===== config.mk =====
export PLATFORM = sky130hd
export DESIGN_NAME = wb_retire_stage
export DESIGN_NICKNAME = d
export VERILOG_FILES = /design/src/rtl/wb_retire_stage_pkg.sv /design/src/rtl/wb_redirect_fsm.sv /design/src/rtl/wb_retire_stage.sv
export SDC_FILE = /design/constraint.sdc
export NUM_CORES = 1
export LEC_CHECK = 0
export ABC_CLOCK_PERIOD_IN_PS = 3400
export CAP_MARGIN = 20
export CORE_AREA = 2 2 239 241
export CTS_BUF_LIST = sky130_fd_sc_hd__clkbuf_2
export CTS_CLUSTER_DIAMETER = 150
export CTS_CLUSTER_SIZE = 12
export DETAILED_ROUTE_END_ITERATION = 8
export DIE_AREA = 0 0 241 243
export MAX_ROUTING_LAYER = met4
export SYNTH_ARGS = -nofsm -noshare
export SYNTH_HDL_FRONTEND = slang
export SYNTH_HIERARCHICAL = 1
export SYNTH_SLANG_ARGS = --single-unit

===== constraint.sdc =====
create_clock -name clk -period 3.4 [get_ports clk]
set_input_delay 0.68 -clock clk [delete_from_list [all_inputs] [get_ports clk]]
set_output_delay 0.68 -clock clk [all_outputs]
set_load 0.01 [all_outputs]

===== src/rtl/wb_retire_stage_pkg.sv =====
// Shared definitions for the writeback/retire stage.
//   - Default widths for the stage parameters.
//   - Exception codes that the stage generates itself.
//   - Redirect FSM state encoding.
package wb_retire_stage_pkg;

  localparam int XLEN_DEF      = 32;
  localparam int RADDR_W_DEF   = 5;
  localparam int CSR_NUM_W_DEF = 14;
  localparam int ECODE_W_DEF   = 6;
  localparam int ESUB_W_DEF    = 9;
  localparam int CNT_W_DEF     = 64;

  localparam logic [5:0] ECODE_INT = 6'h0;
  localparam logic [5:0] ECODE_SYS = 6'hB;

  typedef enum logic {
    WS_RUN      = 1'b0,
    WS_REDIRECT = 1'b1
  } ws_state_e;

endpackage


===== src/rtl/wb_redirect_fsm.sv =====
// Redirect FSM for the retire stage.
// A flush taken in RUN latches the target PC and moves to REDIRECT. In
// REDIRECT, redirect_valid is held with a stable PC until fetch accepts it.
// Ports:
//   clk, reset       : clock, synchronous active-high reset
//   flush, sel_ex    : flush this cycle; target is ex_entry (1) or era (0)
//   ex_entry, era    : candidate redirect targets, sampled in the flush cycle
//   redirect_ready   : fetch accepts the redirect
//   run              : FSM is in RUN (stage may accept instructions)
//   redirect_valid/pc: redirect request to fetch
module wb_redirect_fsm
  import wb_retire_stage_pkg::*;
#(
  parameter int XLEN = XLEN_DEF
) (
  input  logic            clk,
  input  logic            reset,
  input  logic            flush,
  input  logic            sel_ex,
  input  logic [XLEN-1:0] ex_entry,
  input  logic [XLEN-1:0] era,
  input  logic            redirect_ready,
  output logic            run,
  output logic            redirect_valid,
  output logic [XLEN-1:0] redirect_pc
);

  ws_state_e       state_q, state_d;
  logic [XLEN-1:0] pc_q, pc_d;

  always_comb begin
    state_d = state_q;
    pc_d    = pc_q;
    case (state_q)
      WS_RUN: begin
        if (flush) begin
          state_d = WS_REDIRECT;
          pc_d    = sel_ex ? ex_entry : era;
        end
      end
      WS_REDIRECT: begin
        if (redirect_ready) state_d = WS_RUN;
      end
      default: state_d = WS_RUN;
    endcase
  end

  always_ff @(posedge clk) begin
    if (reset) begin
      state_q <= WS_RUN;
      pc_q    <= '0;
    end else begin
      state_q <= state_d;
      pc_q    <= pc_d;
    end
  end

  assign run            = (state_q == WS_RUN);
  assign redirect_valid = (state_q == WS_REDIRECT);
  assign redirect_pc    = pc_q;

endmodule


===== src/rtl/wb_retire_stage.sv =====
// Writeback/retire stage: final pipeline stage after MEM.
// Commits GR writes, drives the external CSR port, resolves interrupts,
// exceptions and ERTN, squashes wrong-path work via a redirect FSM, counts
// retired instructions and mirrors RF writes onto the trace debug port.
// Ports:
//   ms_*           : instruction payload from the memory stage
//   has_int        : pending enabled interrupt
//   csr_*          : CSR unit access (csr_rvalue/ex_entry/era come back in)
//   wb_*/ertn_flush: exception/ERTN commit to the CSR unit
//   ws_flush_pipe  : squash all earlier stages this cycle
//   redirect_*     : fetch redirect handshake
//   ws_to_rf_*     : register file write port
//   instret        : retired-instruction counter
//   debug_wb_*     : trace port
module wb_retire_stage
  import wb_retire_stage_pkg::*;
#(
  parameter int XLEN      = XLEN_DEF,
  parameter int RADDR_W   = RADDR_W_DEF,
  parameter int CSR_NUM_W = CSR_NUM_W_DEF,
  parameter int ECODE_W   = ECODE_W_DEF,
  parameter int ESUB_W    = ESUB_W_DEF,
  parameter int CNT_W     = CNT_W_DEF
) (
  input  logic                 clk,
  input  logic                 reset,
  input  logic                 ms_to_ws_valid,
  output logic                 ws_allowin,
  input  logic [XLEN-1:0]      ms_pc,
  input  logic [XLEN-1:0]      ms_result,
  input  logic                 ms_gr_we,
  input  logic [RADDR_W-1:0]   ms_dest,
  input  logic                 ms_csr_re,
  input  logic                 ms_csr_we,
  input  logic [CSR_NUM_W-1:0] ms_csr_num,
  input  logic [XLEN-1:0]      ms_csr_wmask,
  input  logic [XLEN-1:0]      ms_csr_wvalue,
  input  logic                 ms_ex,
  input  logic [ECODE_W-1:0]   ms_ecode,
  input  logic [ESUB_W-1:0]    ms_esubcode,
  input  logic                 ms_ertn,
  input  logic                 has_int,
  output logic                 csr_re,
  output logic                 csr_we,
  output logic [CSR_NUM_W-1:0] csr_num,
  output logic [XLEN-1:0]      csr_wmask,
  output logic [XLEN-1:0]      csr_wvalue,
  input  logic [XLEN-1:0]      csr_rvalue,
  input  logic [XLEN-1:0]      csr_ex_entry,
  input  logic [XLEN-1:0]      csr_era,
  output logic                 wb_ex,
  output logic [ECODE_W-1:0]   wb_ecode,
  output logic [ESUB_W-1:0]    wb_esubcode,
  output logic [XLEN-1:0]      wb_pc,
  output logic                 ertn_flush,
  output logic                 ws_flush_pipe,
  output logic                 redirect_valid,
  output logic [XLEN-1:0]      redirect_pc,
  input  logic                 redirect_ready,
  output logic                 ws_to_rf_we,
  output logic [RADDR_W-1:0]   ws_to_rf_waddr,
  output logic [XLEN-1:0]      ws_to_rf_wdata,
  output logic [CNT_W-1:0]     instret,
  output logic [XLEN-1:0]      debug_wb_pc,
  output logic [XLEN/8-1:0]    debug_wb_rf_wen,
  output logic [RADDR_W-1:0]   debug_wb_rf_wnum,
  output logic [XLEN-1:0]      debug_wb_rf_wdata
);

  localparam int PL_W = 4*XLEN + RADDR_W + CSR_NUM_W + ECODE_W + ESUB_W + 5;

  logic             ws_valid_q, ws_valid_d;
  logic [PL_W-1:0]  pl_q, pl_d;
  logic [CNT_W-1:0] instret_q, instret_d;
  logic             fsm_run, accept, int_take, retire;

  logic [XLEN-1:0]      pc_f, result_f, csr_wmask_f, csr_wvalue_f;
  logic                 gr_we_f, csr_re_f, csr_we_f, ex_f, ertn_f;
  logic [RADDR_W-1:0]   dest_f;
  logic [CSR_NUM_W-1:0] csr_num_f;
  logic [ECODE_W-1:0]   ecode_f;
  logic [ESUB_W-1:0]    esub_f;

  assign {pc_f, result_f, gr_we_f, dest_f, csr_re_f, csr_we_f, csr_num_f,
          csr_wmask_f, csr_wvalue_f, ex_f, ecode_f, esub_f, ertn_f} = pl_q;

  // Always ready; in REDIRECT (and in a flush cycle, where MS holds a
  // wrong-path instruction) arrivals are consumed and discarded.
  assign ws_allowin = 1'b1;
  assign accept     = ms_to_ws_valid && ws_allowin && fsm_run && !ws_flush_pipe;

  always_comb begin
    ws_valid_d = accept;
    pl_d       = pl_q;
    if (accept)
      pl_d = {ms_pc, ms_result, ms_gr_we, ms_dest, ms_csr_re, ms_csr_we,
              ms_csr_num, ms_csr_wmask, ms_csr_wvalue, ms_ex, ms_ecode,
              ms_esubcode, ms_ertn};
  end

  // Interrupt > upstream exception > ERTN.
  assign int_take      = ws_valid_q && has_int;
  assign wb_ex         = ws_valid_q && (int_take || ex_f);
  assign wb_ecode      = int_take ? ECODE_W'(ECODE_INT) : ecode_f;
  assign wb_esubcode   = int_take ? '0 : esub_f;
  assign wb_pc         = pc_f;
  assign ertn_flush    = ws_valid_q && ertn_f && !wb_ex;
  assign ws_flush_pipe = wb_ex || ertn_flush;

  assign csr_re     = ws_valid_q && (csr_re_f || ertn_f);
  assign csr_we     = ws_valid_q && csr_we_f && !wb_ex;
  assign csr_num    = csr_num_f;
  assign csr_wmask  = csr_wmask_f;
  assign csr_wvalue = csr_wvalue_f;

  assign ws_to_rf_we    = ws_valid_q && (gr_we_f || csr_re_f) && !wb_ex;
  assign ws_to_rf_waddr = dest_f;
  assign ws_to_rf_wdata = csr_re_f ? csr_rvalue : result_f;

  assign debug_wb_pc       = pc_f;
  assign debug_wb_rf_wen   = {(XLEN/8){ws_to_rf_we}};
  assign debug_wb_rf_wnum  = dest_f;
  assign debug_wb_rf_wdata = ws_to_rf_wdata;

  // ERTN counts as retired; excepting instructions do not.
  assign retire    = ws_valid_q && !wb_ex;
  assign instret_d = instret_q + CNT_W'(retire);
  assign instret   = instret_q;

  always_ff @(posedge clk) begin
    if (reset) begin
      ws_valid_q <= 1'b0;
      pl_q       <= '0;
      instret_q  <= '0;
    end else begin
      ws_valid_q <= ws_valid_d;
      pl_q       <= pl_d;
      instret_q  <= instret_d;
    end
  end

  wb_redirect_fsm #(.XLEN(XLEN)) u_redirect_fsm (
    .clk            (clk),
    .reset          (reset),
    .flush          (ws_flush_pipe),
    .sel_ex         (wb_ex),
    .ex_entry       (csr_ex_entry),
    .era            (csr_era),
    .redirect_ready (redirect_ready),
    .run            (fsm_run),
    .redirect_valid (redirect_valid),
    .redirect_pc    (redirect_pc)
  );

endmodule


==> results.toml, run 1 <==
[status]
status = "finished, final reports clean"

[detailed_routing]
via_count = 11250
viasPerCell = 4.265
drtAntennaViolNets = 0
first_pass_iters = 4
drt-total-wl_um = 43280
drc = 0
drt_iter0_drc = 435
wl_per_cell_um = 16.41

[floorplan]
die_area_mm2 = 0.05856
ios = 607
rows = 87
core_mm2 = 0.05595
die_y_um = 243
initial_core_util_pct = 22.17
die_w_um = 241

[clocking]
htreeDepth = 1
clk-insertion-delay-late_ns = 0.98
cts_sinks = 265
cts_root_buf = "clkbuf_2"
cts_buffer_depth = 3
path_clk_slew_ns = 0.25
numCtsBuffers = 26
cts_tree = "built"

[sta]
rsz0062_at_grt = "false"
setup_viol = 0
clock_skew_ns = 0.1044
relSlewSlack_pct = 44.47
layout_setup_ws_ns = 0.2611
fin_crit_ns = 3.139
hold_slack_ns = 0.2046
hold_violations = 0
tightest_slew_ns = 0.8329
period_share_pct = 92.32
slew_violations = 0
fmax_ghz = 0.3186

[cells_and_area]
final_cell_mix = "clkdlybuf4s50_1 (599), nand2_1 (350), dfxtp_1 (263), a21oi_1 (184), nor2_1 (75)"
fin_cells = 2638
layout_commonest_cell = "clkdlybuf4s50_1"
areaGrowthSynthToFinish_pct = 46.44
drive_gt1_share_pct = 8.679
nNetsFinal = 2147
finalInstanceArea_mm2 = 0.01816

[worst_setup_path]
endpoint_kind = "output pin"
required_ns = 2.72
path_buf_inv = 2
cp.arrival_ns = 2.46
path_cells = "buf_6 -> mux2_2 -> clkdlybuf4s50_1"
worstPathMaxFanout = 21
crit_slowest_cell = "clkdlybuf4s50_1"
startpoint_type = "flip-flop"
slowest_delay_ns = 0.50
worst-setup-path-type = "reg2out"
crit_family = "buffers and inverters"

[flow_run]
cap_violations = 0

[global_routing]
grt_pass1_wl_um = 63280
grtUsageTotal_pct = 14.11
antenna_found_initial = 5
grt_overflow = 0
grt_max_degree = 132
grt_pass1_vias = 10880

[placed_design]
place_ws_ns = -0.06680
io_buffers = 605
dpl.cell_count = 2603
place_congestion = 0.8300
dp_hpwl_um = 32950
placed_cell_area_mm2 = 0.01797

[logic_synthesis]
ys_top_cells_by_area = "dfxtp_1 (43%), buf_4 (12%), nand2_1 (11%), a21oi_1 (7.4%), mux2_2 (2.9%)"
ys_ff_latch = 265
synth_top_area_cell = "dfxtp_1"
avgSynthCellArea_um2 = 8.381
synthesis.area_mm2 = 0.01240
yosys_warnings = 6
synth_ff_type = "dfxtp_1"
synth_cells = 1480
ys_seq_area_share_pct = 42.77
yosys.area.top_type_share_pct = 42.77
synth_edf_count = 0
async_flop_share_pct = 0
synth.distinct_cells = 53
synth_fp_nets = 1750

[pwr]
pwr-share-comb_pct = 25.2
vdd_drop_max_uv = 156.7
p_clk_share_pct = 20.8
p_leak_nw = 6.432
p_int_mw = 4.389
p_sw_share_pct = 29.90
p_seq_share_pct = 54.0
p_per_area_mw_per_mm2 = 344.7
switchingPower_mw = 1.872
power.total_mw = 6.261

[hold_path]
hold_path_class = "in2reg"
## path summary, 6_finish.rpt
| path | start | end | slack [ns] | cells after the start |
|---|---|---|---|---|
| max | pl_q[96]$_SDFFE_PP0P_ | ws_to_rf_wdata[15] | 0.26 | 3 |
| min | ms_pc[29] | pl_q[164]$_SDFFE_PP0P_ | 0.20 | 3 |
| max reg2reg | pl_q[16]$_SDFFE_PP0P_ | instret[58]$_SDFF_PP0_ | 0.89 | 10 |
| min reg2reg | pl_q[1]$_SDFFE_PP0P_ | pl_q[1]$_SDFFE_PP0P_ | 0.47 | 2 |
## sequential cells by signal, summed over array words and instances, names as in the netlist
signal and flops:
u_redirect_fsm/redirect_valid 1, instret 64, pl_q 167, u_redirect_fsm/redirect_pc 32
ws_valid_q 1
## metrics by stage
step,utilization (%),TNS (ns)
4_1_cts,32.45,0
5_1_grt,32.46,0
3_5_place_dp,32.12,-0.2146
2_1_floorplan,-,0
6_report,32.46,0
3_3_place_gp,32.12,0
## worst min-delay path, stage by stage
cell and delay [ns]:
clkdlybuf4s50_1 0.39, nand2_1 0.05, a21oi_1 0.05
## cells by family after synthesis
logic type | share of synthesized area, %
buffers and inverters | 15.17
xor gates and xnor gates | 2.966
and+or+nand+nor | 21.65
DFF | 42.77
AOI/OAI and AO/OA | 11.72
other | 0.03023
adders and majority gates | 0.2017
muxes | 5.488
## layout make-up
class	count	area [um2]
Antenna cell	4	10.01
Timing Repair Buffer	646	6466
Inverter	7	26.28
Tap cell	756	945.9
Fill cell	5861	37790
Clock buffer	28	140.1
Sequential cell	265	5310
Multi-Input combinational cell	931	5254
Clock inverter	1	11.26
## power groups by stage
stage / sequential [mW] / clock [mW] / combinational, mW
finish: 3.38 / 1.30 / 1.58
global route: 3.41 / 1.51 / 1.69
CTS: 3.39 / 1.40 / 1.60
detailed placement: 3.45 / 0 / 1.59
global placement: 3.44 / 0 / 1.58
floorplan: 3.43 / 0 / 0.828
## repair_timing
action	in CTS	in global routing
setup endpoints to repair	65	0
buffers inserted	2	0
hold buffers	0	0
gates resized for setup	9	0
## Yosys cell counts, types with 2 or more instances
library cell  number
buf_6              8
o21ai_0           11
nand2_1          350
nor3_4             2
o21a_1             2
buf_4            190
xnor2_1           12
mux2i_1           32
nor3_1             6
or3_1              6
nor4_1             4
and2_1            18
dfxtp_1          265
or4_1              9
mux2_2            32
inv_1              7
nand3_2            2
a211oi_1           5
ha_1               2
nand3_1           23
buf_2              4
o31ai_1            9
buf_1              2
and4_1            11
clkbuf_1          68
nand4_1           32
nor2_1            75
and3_1            14
nand4_2            2
nor2_2            10
xor2_1            30
buf_8              2
nor2b_1            5
a21oi_1          184
a211oi_2          28
## layer usage
layer / part of all wire (%) / vias to the layer above / global-route usage (%) / wire, um
met5: 0 / - / - / 0
met4: 2.3 / 0 / 3.722 / 986
met3: 9.0 / 57 / 3.548 / 3904
met2: 50 / 436 / 25.26 / 21660
met1: 39 / 5232 / 15.38 / 16730
li1: - / 5527 / - / -
No activity file was read; power rests on OpenSTA's default activity.
==> run 2, diff against run 1 <==
--- a/config.mk
+++ b/config.mk
@@ -13,6 +13,8 @@
 export CTS_CLUSTER_SIZE = 12
 export DETAILED_ROUTE_END_ITERATION = 8
 export DIE_AREA = 0 0 241 243
+export GPL_TIMING_DRIVEN = 0
+export HOLD_SLACK_MARGIN = 0.02
 export MAX_ROUTING_LAYER = met4
 export SYNTH_ARGS = -nofsm -noshare
 export SYNTH_HDL_FRONTEND = slang
==> run 2 against run 1 <==
Sequential power barely moved. Count of clock-buffer cells in the layout stayed put. Critical path type unchanged. First-iteration DRC count grew 5.7%. Final area grew 8.5%. Non-clock buffer count rose by 238. Sequential share of layout area is 2.3 points lower. Hold slack lost 0.021 ns. Die area unchanged.
==> results.toml, run 2 (same netlist as run 1, synthesis figures left out) <==
[status]
status = "finished, final reports clean"

[sta]
fmax_ghz = 0.3073
layout_setup_ws_ns = 0.1454
slew_violations = 0
fin_crit_ns = 3.255
setup_viol = 0
tns_ns = 0
tightest_slew_ns = 0.7621
period_share_pct = 95.72
hold_violations = 0
clock_skew_ns = 0.09799
relSlewSlack_pct = 49.20

[cells_and_area]
largest_reg_flops = 167
fin_util_pct = 35.21
layout_commonest_cell = "clkdlybuf4s50_1"
areaGrowthSynthToFinish_pct = 58.82
top_register = "pl_q"
finalInstanceArea_mm2 = 0.01970
fin_cells = 2880
fillers = 5859
drive_gt1_share_pct = 16.73
nNetsFinal = 2385
final_cell_mix = "clkdlybuf4s50_1 (569), nand2_1 (349), dfxtp_1 (262), buf_4 (210), a21oi_1 (184)"

[placed_design]
dp_hpwl_um = 40540
io_buffers = 604
dpl.cell_count = 2840
placed_cell_area_mm2 = 0.01939
place_ws_ns = -1.041
place_congestion = 0.8573

[worst_setup_path]
crit_slowest_cell = "dfxtp_4"
worstPathMaxFanout = 10
startpoint_type = "flip-flop"
worst-setup-path-type = "reg2out"
r2r_start = "pl_q[16]$_SDFFE_PP0P_"
slowest_delay_ns = 0.49
reg2regPathDepth = 10
endpoint_kind = "output pin"
cp.arrival_ns = 2.57
reg2reg_slack_ns = 0.21
required_ns = 2.72
r2r_end = "instret[62]$_SDFF_PP0_"
crit_family = "buffers and inverters"
path_buf_inv = 3
path_cells = "buf_8 -> mux2_2 -> buf_4 -> clkdlybuf4s50_1"

[detailed_routing]
via_count = 12200
drt_iter0_drc = 460
viasPerCell = 4.235
drc = 0
wl_per_cell_um = 17.32
drtAntennaViolNets = 0
first_pass_iters = 5
drt-total-wl_um = 49880

[global_routing]
grt_max_degree = 13
grt_pass1_wl_um = 71410
grt_overflow = 0
grtUsageTotal_pct = 16.37
antenna_found_initial = 8
grt_pass1_vias = 12050

[clocking]
htreeDepth = 1
cts_tree = "built"
cts_root_buf = "clkbuf_2"
clk-insertion-delay-late_ns = 1.00
cts_buffer_depth = 3
cts_sinks = 265
path_clk_slew_ns = 0.27
numCtsBuffers = 26

[pwr]
p_per_area_mw_per_mm2 = 331.9
p_leak_nw = 7.672
vdd_drop_max_uv = 154.6

[hold_path]
hold_depth = 3
min_to = "pl_q[0]$_SDFFE_PP0P_"
hold_path_class = "in2reg"
hold_start = "ms_ertn"

[floorplan]
rows = 87
ios = 607
die_y_um = 243
initial_core_util_pct = 22.17
die_area_mm2 = 0.05856
core_mm2 = 0.05595
die_w_um = 241

[flow_run]
cap_violations = 0
[run 2: cell types whose count changed in the layout (fill, tap and decap cells not counted), moves of 6 or more]
cell | previous run | this run
dlymetal6s2s_1 | 0 | 14
clkbuf_1 | 0 | 65
buf_4 | 32 | 210
buf_12 | 8 | 2
buf_6 | 1 | 9
clkdlybuf4s50_1 | 599 | 569
[run 2: worst register-to-register path: cells and delay by family, from the launching register on]
kind	cells	cell delay, ns
AND/OR/NAND/NOR	6	1.99
adder cells (fa/ha/maj)	2	0.47
flip-flops	1	0.39
AO/OA/AOI/OAI	1	0.15
buffers and inverters	1	0.13
[run 2: how the worst max path moves through the flow]
stage                               start                endpoint  slack, ns  depth (start not counted)
floorplan                         has_int  instret[58]$_SDFF_PP0_       0.57                          9
global placement                  has_int  instret[50]$_SDFF_PP0_      -1.00                         11
detailed placement                has_int  instret[62]$_SDFF_PP0_      -1.04                         10
CTS                 pl_q[96]$_SDFFE_PP0P_       ws_to_rf_wdata[1]      0.003                          4
global route        pl_q[96]$_SDFFE_PP0P_      ws_to_rf_wdata[12]      -0.07                          4
finish              pl_q[96]$_SDFFE_PP0P_      ws_to_rf_wdata[12]       0.15                          4
[run 2: repair_timing]
action | CTS | global route
gates resized for setup | 37 | 35
hold buffers | 1 | 0
setup endpoints to repair | 88 | 32
endpoints found under the hold margin | 3 | 0
buffers inserted | 3 | 0
[run 2: layout make-up]
type | count | area [um2] | share of cell area (%)
Timing Repair Buffer | 608 | 6081 | 30.87
Sequential cell | 265 | 5314 | 26.98
Multi-Input combinational cell | 931 | 5256 | 26.68
Buffer | 276 | 1904 | 9.667
Tap cell | 756 | 945.9 | 4.802
Clock buffer | 28 | 140.1 | 0.7114
Inverter | 7 | 26.28 | 0.1334
Antenna cell | 8 | 20.02 | 0.1016
Clock inverter | 1 | 11.26 | 0.05716
[run 2: power breakdown]
part	switching (mW)	total [mW]	internal, mW
Sequential	0.112	3.39	3.28
Clock	1.09	1.31	0.223
Combinational	0.774	1.83	1.06
[run 2: per-layer routing]
metal  vias up  global-route usage (%)  part of all wire, %
met4         0                   4.993                  2.5
met5         -                       -                    0
li1       6015                       -                    -
met1      5669                   17.32                   39
met2       447                   30.04                   51
met3        66                   3.548                  7.7
[run 2: per-stage QoR]
step / power [mW] / hold slack [ns]
CTS: 6.652 / 0.05416
global placement: 5.283 / 0.4369
floorplan: 4.253 / 0.4317
detailed placement: 5.305 / 0.4434
finish: 6.538 / 0.1835
global route: 6.918 / 0.009037
